$ cat src/rtl/spc_stack_if.sv
// Control/data bundle for the subroutine PC stack: request and push-data inputs,
// top-of-stack word, pointer and sticky error flags.
interface spc_stack_if;
  logic        state_fetch;
  logic        spcpush;
  logic        spcpop;
  logic        destspc;
  logic [13:0] wpc;
  logic [18:0] l;
  logic        spc_clr_err;
  logic [18:0] spc;
  logic [4:0]  spcptr;
  logic        spco;
  logic        spcu;

  modport master (
    output state_fetch, spcpush, spcpop, destspc, wpc, l, spc_clr_err,
    input  spc, spcptr, spco, spcu
  );

  modport slave (
    input  state_fetch, spcpush, spcpop, destspc, wpc, l, spc_clr_err,
    output spc, spcptr, spco, spcu
  );
endinterface

$ cat src/rtl/spc_stack.sv
// 32 x 19-bit subroutine PC stack with a combinational top-of-stack read.
// Define SPC_GUARD_EN to add a depth counter with sticky overflow/underflow protection.
module spc_stack (
  input logic        clk,
  input logic        reset,
  spc_stack_if.slave bus
);
  localparam int unsigned Depth = 32;
  localparam int unsigned Width = 19;
  localparam int unsigned PtrW  = 5;

  logic [Width-1:0] mem_q [Depth];
  logic [PtrW-1:0]  ptr_q, ptr_d;
  logic [Width-1:0] spcw;
  logic             wr_en;
  logic [PtrW-1:0]  wr_idx;
  logic             push_only, pop_only, push_pop;

  assign spcw      = bus.destspc ? bus.l : {5'b0, bus.wpc};
  assign push_only = bus.state_fetch & bus.spcpush & ~bus.spcpop;
  assign pop_only  = bus.state_fetch & ~bus.spcpush & bus.spcpop;
  assign push_pop  = bus.state_fetch & bus.spcpush & bus.spcpop;

`ifdef SPC_GUARD_EN
  logic [5:0] depth_q, depth_d;
  logic       spco_q, spco_d, spcu_q, spcu_d;
  logic       ovf_set, unf_set;
  logic       full, empty;

  assign full  = (depth_q == 6'd32);
  assign empty = (depth_q == 6'd0);

  always_comb begin
    ptr_d   = ptr_q;
    depth_d = depth_q;
    wr_en   = 1'b0;
    wr_idx  = ptr_q;
    ovf_set = 1'b0;
    unf_set = 1'b0;
    if (push_only || (push_pop && empty)) begin
      // Push+pop on an empty stack has no top to replace, so it acts as a push.
      if (full) begin
        ovf_set = 1'b1;
      end else begin
        ptr_d   = ptr_q + 5'd1;
        wr_en   = 1'b1;
        wr_idx  = ptr_q + 5'd1;
        depth_d = depth_q + 6'd1;
      end
    end else if (pop_only) begin
      if (empty) begin
        unf_set = 1'b1;
      end else begin
        ptr_d   = ptr_q - 5'd1;
        depth_d = depth_q - 6'd1;
      end
    end else if (push_pop) begin
      wr_en  = 1'b1;
      wr_idx = ptr_q;
    end
  end

  // Set beats clear so an error in the clearing cycle is not lost.
  always_comb begin
    spco_d = ovf_set | (spco_q & ~bus.spc_clr_err);
    spcu_d = unf_set | (spcu_q & ~bus.spc_clr_err);
  end

  always_ff @(posedge clk or negedge reset) begin
    if (!reset) begin
      depth_q <= 6'd0;
      spco_q  <= 1'b0;
      spcu_q  <= 1'b0;
    end else begin
      depth_q <= depth_d;
      spco_q  <= spco_d;
      spcu_q  <= spcu_d;
    end
  end

  assign bus.spco = spco_q;
  assign bus.spcu = spcu_q;
`else
  logic unused_clr_err;

  always_comb begin
    ptr_d  = ptr_q;
    wr_en  = 1'b0;
    wr_idx = ptr_q;
    if (push_only) begin
      ptr_d  = ptr_q + 5'd1;
      wr_en  = 1'b1;
      wr_idx = ptr_q + 5'd1;
    end else if (pop_only) begin
      ptr_d = ptr_q - 5'd1;
    end else if (push_pop) begin
      wr_en  = 1'b1;
      wr_idx = ptr_q;
    end
  end

  assign unused_clr_err = bus.spc_clr_err;
  assign bus.spco       = 1'b0;
  assign bus.spcu       = 1'b0;
`endif

  always_ff @(posedge clk or negedge reset) begin
    if (!reset) begin
      ptr_q <= '0;
    end else begin
      ptr_q <= ptr_d;
    end
  end

  always_ff @(posedge clk or negedge reset) begin
    if (!reset) begin
      for (int i = 0; i < Depth; i++) begin
        mem_q[i] <= '0;
      end
    end else if (wr_en) begin
      mem_q[wr_idx] <= spcw;
    end
  end

  assign bus.spc    = mem_q[ptr_q];
  assign bus.spcptr = ptr_q;
endmodule

$ cat src/flat_wrapper.sv
// flat-port wrapper written by rule: the top's interface ports become plain ports
module spc_stack_flat 
  (clk, reset, bus_state_fetch, bus_spcpush, bus_spcpop, bus_destspc, bus_wpc, bus_l, bus_spc_clr_err, bus_spc, bus_spcptr, bus_spco, bus_spcu);
  spc_stack_if bus_i ();
  input logic clk;
  input logic reset;
  input wire logic [$bits(bus_i.state_fetch)-1:0] bus_state_fetch;
  input wire logic [$bits(bus_i.spcpush)-1:0] bus_spcpush;
  input wire logic [$bits(bus_i.spcpop)-1:0] bus_spcpop;
  input wire logic [$bits(bus_i.destspc)-1:0] bus_destspc;
  input wire logic [$bits(bus_i.wpc)-1:0] bus_wpc;
  input wire logic [$bits(bus_i.l)-1:0] bus_l;
  input wire logic [$bits(bus_i.spc_clr_err)-1:0] bus_spc_clr_err;
  output wire logic [$bits(bus_i.spc)-1:0] bus_spc;
  output wire logic [$bits(bus_i.spcptr)-1:0] bus_spcptr;
  output wire logic [$bits(bus_i.spco)-1:0] bus_spco;
  output wire logic [$bits(bus_i.spcu)-1:0] bus_spcu;
  assign bus_i.state_fetch = bus_state_fetch;
  assign bus_i.spcpush = bus_spcpush;
  assign bus_i.spcpop = bus_spcpop;
  assign bus_i.destspc = bus_destspc;
  assign bus_i.wpc = bus_wpc;
  assign bus_i.l = bus_l;
  assign bus_i.spc_clr_err = bus_spc_clr_err;
  assign bus_spc = bus_i.spc;
  assign bus_spcptr = bus_i.spcptr;
  assign bus_spco = bus_i.spco;
  assign bus_spcu = bus_i.spcu;
  spc_stack u_core (.clk(clk), .reset(reset), .bus(bus_i));
endmodule
$ cat config.mk
export PLATFORM = sky130hd
export DESIGN_NAME = spc_stack_flat
export DESIGN_NICKNAME = d
export VERILOG_FILES = /design/src/rtl/spc_stack_if.sv /design/src/rtl/spc_stack.sv /design/src/flat_wrapper.sv
export SDC_FILE = /design/constraint.sdc
export NUM_CORES = 1
export LEC_CHECK = 0
export CORE_UTILIZATION = 62
export DETAILED_ROUTE_END_ITERATION = 10
export GPL_TIMING_DRIVEN = 0
export PLACE_DENSITY = 0.86
export SLEW_MARGIN = 20
export SYNTH_ARGS = -nofsm -noshare
export SYNTH_HDL_FRONTEND = slang
export SYNTH_SLANG_ARGS = --single-unit
$ cat constraint.sdc
create_clock -name clk -period 4.1 [get_ports clk]
set_input_delay 0.615 -clock clk [delete_from_list [all_inputs] [get_ports clk]]
set_output_delay 0.615 -clock clk [all_outputs]
set_load 0.01 [all_outputs]
Yosys cells after proc, flatten, opt, wreduce, memory -nomap -nowiden --
Cells that the tools add are included.
Operators by class: reductions and logical operators 2, bitwise gates (word level) 9, add/sub/neg operators 2, multiplexer cells 13, order comparisons 3
Operator list (count):
- bitwise mux 608 bit | 1
- binary-select mux 19 bit (select 5 bit) | 1
- demux 19 bit (select 5 bit) | 1
- two-way mux 19 bit | 4
- two-way mux 5 bit | 3
- >= comparator 6 bit (second input constant) | 2
- inverter 5 -> 6 bit | 2
- < comparator 6 x 1 -> 1 bit (second input constant) | 1
- adder 5 x 1 -> 5 bit (second input constant) | 1
- AND 1 bit | 5
- subtractor 5 x 1 -> 5 bit (second input constant) | 1
- two-way mux 1 bit | 3
- inverter 1 bit | 2
- nonzero test 2 bit | 1
- logical AND 1 bit | 1
Word-level totals: input bits 40, register bits after elaboration 613, logic and storage cells 62, output and inout bits 26

Longest topological paths before layout --
depth after elaboration 9, mapped depth 13

Worst setup path before layout --
Ideal clock, no wire load.
kind reg2reg, start register u_core.ptr_q[1] (netlist: u_core.bus.spcptr[1]), end register u_core.mem_q[226] (netlist bit), arrival time 3.069 ns, stages on the path, launching flop included 13, required time 3.972 ns, path slack 0.903 ns, setup time 0.128 ns, path through dfrtp_1 -> buf_2 -> buf_4 -> buf_2 -> buf_2 -> inv_1 -> ha_1 -> or3b_1 -> a211oi_1 -> o31a_1 -> buf_2 -> buf_6 -> mux2_1
Between the ends: longest elaborated chain between the ends 8
Ends and longest elaborated chain:
- start: declaration | line spc_stack.sv:13 | logic [PtrW-1:0] ptr_q, ptr_d;
- start signal: assignment | line spc_stack.sv:111 | ptr_q <= ptr_d;
- adder 5 x 1 -> 5 bit | line spc_stack.sv:93 | wr_idx = ptr_q + 5'd1;
- two-way mux 5 bit * | line spc_stack.sv:90 | if (push_only) begin
- inverter 5 -> 6 bit (not written as such) * | line spc_stack.sv:121 | mem_q[wr_idx] <= spcw;
- >= comparator 6 bit (not written as such) or < comparator 6 x 1 -> 1 bit (tied branches) | line spc_stack.sv:121
- logical AND 1 bit (not written as such) | line spc_stack.sv:121
- two-way mux 19 bit (not written as such) | line spc_stack.sv:121
- demux 19 bit (select 5 bit) * | line spc_stack.sv:121
- bitwise mux 608 bit * | line spc_stack.sv:121
- end signal: indexed assignment | line spc_stack.sv:121
- end: declaration | line spc_stack.sv:12 | logic [Width-1:0] mem_q [Depth];
Mark *: on every way between the ends. The rest lies on a longest branch, timed or not. A chain may end at the register's enable or synchronous reset.

Worst setup path after layout --
start register u_core.ptr_q[2] (netlist: u_core.bus.spcptr[2]), end output bus_spc[8]
Between the ends: longest elaborated chain between the ends 4
Ends and longest elaborated chain:
- inverter 5 -> 6 bit (not written as such) | line spc_stack.sv:125 | assign bus.spc = mem_q[ptr_q];
- binary-select mux 19 bit (select 5 bit) | line spc_stack.sv:125
- two-way mux 19 bit (not written as such) (2 in a row) | line spc_stack.sv:125
- end: declaration | line flat_wrapper.sv:14 | output wire logic [$bits(bus_i.spc)-1:0] bus_spc;
No other way between the ends. The select of a mux whose other input is x is not followed.

==> run summary <==
Status -> finished, violations left
Failing checks -> setup timing
DRC errors left -> 0
Cell Area, Synth -> 27900 µm²
Vias -> 22429
DR vias/cell -> 7.05
CP Max Fanout -> 10
Die W -> 214 µm
DRT antenna net count -> 0
Global-route wire length before repair -> 138000 µm
Iter 0 DRT Violations -> 3083
Post-synth EDFFs -> 0
Largest net degree at the start of global routing -> 104
N_diodes -> 0
Slowest CP cell -> clkdlybuf4s50_1
Hold Path Depth -> 2
Crit path launch -> u_core.bus.spcptr[2]
IO Port Bufs -> 61
HPWL after detailed placement -> 64500 µm
Global-route usage over all layers -> 40.5%
Slowest stage delay, CP -> 0.50 ns
Max-cap violations -> 0
Hold WC Path Type -> register to register
Total grt overflow -> 0
DIE HEIGHT -> 214 µm
Setup WS pre-CTS -> -0.291 ns
Cell Rows -> 77
Worst EP required -> 3.48 ns
Final worst slack -> -0.108 ns
Post-route cell area -> 31900 µm²
Critical Path End Type -> output pin
Final period utilization -> 103%
Startpoint Class -> register
Max Clk Rate -> 238 MHz
WS Path Type -> register to output pin
Clock sink total -> 613
Reg clk slew, reported paths -> 0.07 ns
Crit path cell chain -> buf_4, buf_4, buf_2, nor2_4, buf_4, a22o_1, a211oi_1, a21oi_2, clkdlybuf4s50_1
Crit-path leading delay family -> buffers and inverters
Post-synthesis cell count -> 2407
Die area -> 45900 µm²
Insertion delay to the later sink of the worst-skew pair -> 0.64 ns
Slew at the pin closest to its max-slew limit -> 1.15 ns
Layout cell share with drive strength beyond 1 -> 21.3%
Slew HR -> 21.0%
Post-Syn Area per Cell -> 11.6 µm²
Min cycle time layout -> 4.21 ns
Drt total wl -> 92400 µm
Initial Util -> 63.0%
Initial antenna violation count -> 2
Final nets -> 2584
PwrDens -> 757 nW/µm²
LEAKAGE -> 14.3 nW
Reg2Reg Setup Slack -> 0.11 ns
Design Power -> 0.0241 W
H-tree depth -> 2
Reg2reg end -> u_core.mem_q[545]
Num CTS Buffers -> 59
Max-slew violation count -> 0
DRT Pass-1 Iters -> 6
Worst path buffer plus inverter count -> 5
R2R Path Start -> u_core.bus.spcptr[1]
CTS max path bufs -> 3
I/O pin count -> 66
CP Capture Point -> bus_spc[8]
Primary FF master, synth -> dfrtp_1
Final hold vios -> 0
CP dominant cell by count -> buf_4
Data arrival, critical path -> 3.59 ns
GPL Wtd Cong -> 1.01
Post-synth cell types -> 71
Root cell of the clock tree -> clkbuf_16
Per-cell routed wire length -> 29.0 µm
Layout Skew -> 0.0106 ns
Setup_tns -> -0.173 ns
Worst R2R Path Depth -> 12
Ys Warns -> 0
Post-synthesis sequential area ratio -> 55.0%
CTS tree -> done
Async SR Flop Fraction -> 100%
Final setup vio count -> 5
Unrepaired setup endpoints after global routing -> true
Worst path depth -> 9
Final hold slack -> 0.476 ns
Vias in the first global route -> 22819
Area after DPL -> 29400 µm²
Synth-to-layout area growth -> 14.3%
#FFs+latches synth -> 613
IR drop worst, VDD -> 525 µV
Core Area -> 44300 µm²
==> state kept, by name, summed over array words and instances, names as in the netlist <==
signal             cells
u_core.mem_q         608
u_core.bus.spcptr      5
==> metrics by stage <==
step / utilization, % / std cells
floorplan: - / 2408
global placement: 66.0 / 3061
detailed placement: 66.4 / 3067
CTS: 71.5 / 3177
global route: 72.0 / 3181
finish: 72.0 / 3181
==> cell families (layout without fill, tap and decap cells) <==
family	count (synthesis)	after routing	synth area share, %
compound gates	649	649	13.5
flops	613	613	55.0
simple gates	545	545	8.08
mux	364	364	19.2
buf+inv	230	411	4.07
xor+xnor	3	3	0.0942
fa+ha+maj	2	2	0.0897
other cells	1	2	0.0134
==> repair_timing <==
action                     4_1_cts  5_1_grt
setup endpoints to repair      281      141
pin swaps                        2        3
resized for setup               92       56
setup buffers                    1        4
hold endpoints to repair        68        0
cloned                           0        0
hold buffers                     1        0
==> per-layer routing <==
layer / track usage, % / share of wire [%] / vias to the layer above
met5: 0 / 0.015 / -
met2: 59.3 / 44 / 1829
met3: 12.0 / 13 / 491
met1: 51.3 / 34 / 11243
li1: - / - / 8864
met4: 30.6 / 9.0 / 2
==> worst min path at each step <==
stage | from | to
after global routing | u_core.mem_q[489] | u_core.mem_q[489]
after CTS | u_core.mem_q[457] | u_core.mem_q[457]
after floorplan | reset | u_core.bus.spcptr[0]
final | u_core.mem_q[485] | u_core.mem_q[485]
after global placement | u_core.mem_q[374] | u_core.mem_q[374]
after detailed placement | u_core.mem_q[457] | u_core.mem_q[457]
==> synth_stat cells (all sizes together) (3+ instances only) <==
cell type	n	area [µm²]
dfrtp	613	15300
nand2	455	1710
o21ai	441	2210
mux2	157	1850
buf	116	697
mux4	114	2570
clkbuf	111	427
mux2i	93	947
a21oi	52	272
a211oi	43	323
nor2	38	168
a22oi	21	176
a22o	20	175
o22ai	20	139
o221ai	19	166
o31ai	12	90.1
and2	9	58.8
nand3	7	35.0
nand3b	6	45.0
nor2b	5	31.3
a32oi	4	72.6
nor3	4	25.0
o211ai	4	30.0
or3b	4	37.5
o21a	3	23.8
xnor2	3	26.3
==> placed cells by master (no fill, tap or decap), types with 8 or more instances in the layout <==
| cell | synthesis | layout |
|---|---|---|
| dfrtp_1 | 613 | 613 |
| o31ai_1 | 12 | 8 |
| clkbuf_8 | 0 | 18 |
| clkbuf_4 | 0 | 9 |
| a21oi_2 | 0 | 10 |
| clkbuf_2 | 8 | 14 |
| a22o_1 | 20 | 20 |
| mux4_2 | 114 | 114 |
| nand2_1 | 455 | 453 |
| a211oi_2 | 0 | 8 |
| clkinv_2 | 0 | 10 |
| o21ai_1 | 24 | 24 |
| nor2_1 | 34 | 30 |
| o21ai_0 | 417 | 417 |
| mux2_4 | 21 | 21 |
| mux2_1 | 31 | 31 |
| a22oi_2 | 1 | 16 |
| clkbuf_16 | 0 | 60 |
| a211oi_1 | 43 | 35 |
| o221ai_1 | 19 | 19 |
| and2_1 | 8 | 8 |
| clkbuf_1 | 103 | 105 |
| o22ai_1 | 19 | 18 |
| clkdlybuf4s50_1 | 0 | 57 |
| buf_6 | 11 | 22 |
| a21oi_1 | 51 | 41 |
| buf_4 | 13 | 26 |
| buf_2 | 86 | 57 |
| mux2i_1 | 91 | 85 |
| mux2_2 | 105 | 105 |
==> tightest hold or removal path: cells and delay by family (launching register included) <==
family / cells / cell delay (ns)
AOI/OAI and AO/OA: 1 / 0.06
DFF: 1 / 0.33
and+or+nand+nor: 1 / 0.04
==> report_power, final <==
group          switching (W)  internal (W)
logic                0.00532       0.00391
clock network        0.00239       0.00307
registers            0.00128       0.00817
==> final cells by class <==
cell class	count	area, µm²
Sequential cell	613	15300
Inverter	3	12.5
Multi-Input combinational cell	1565	11700
Buffer	227	1370
Clock buffer	92	1800
Timing Repair Buffer	73	836
Clock inverter	16	133
Tap cell	592	741
Fill cell	2827	12400
Note: power is estimated with default switching activity, not from simulation.
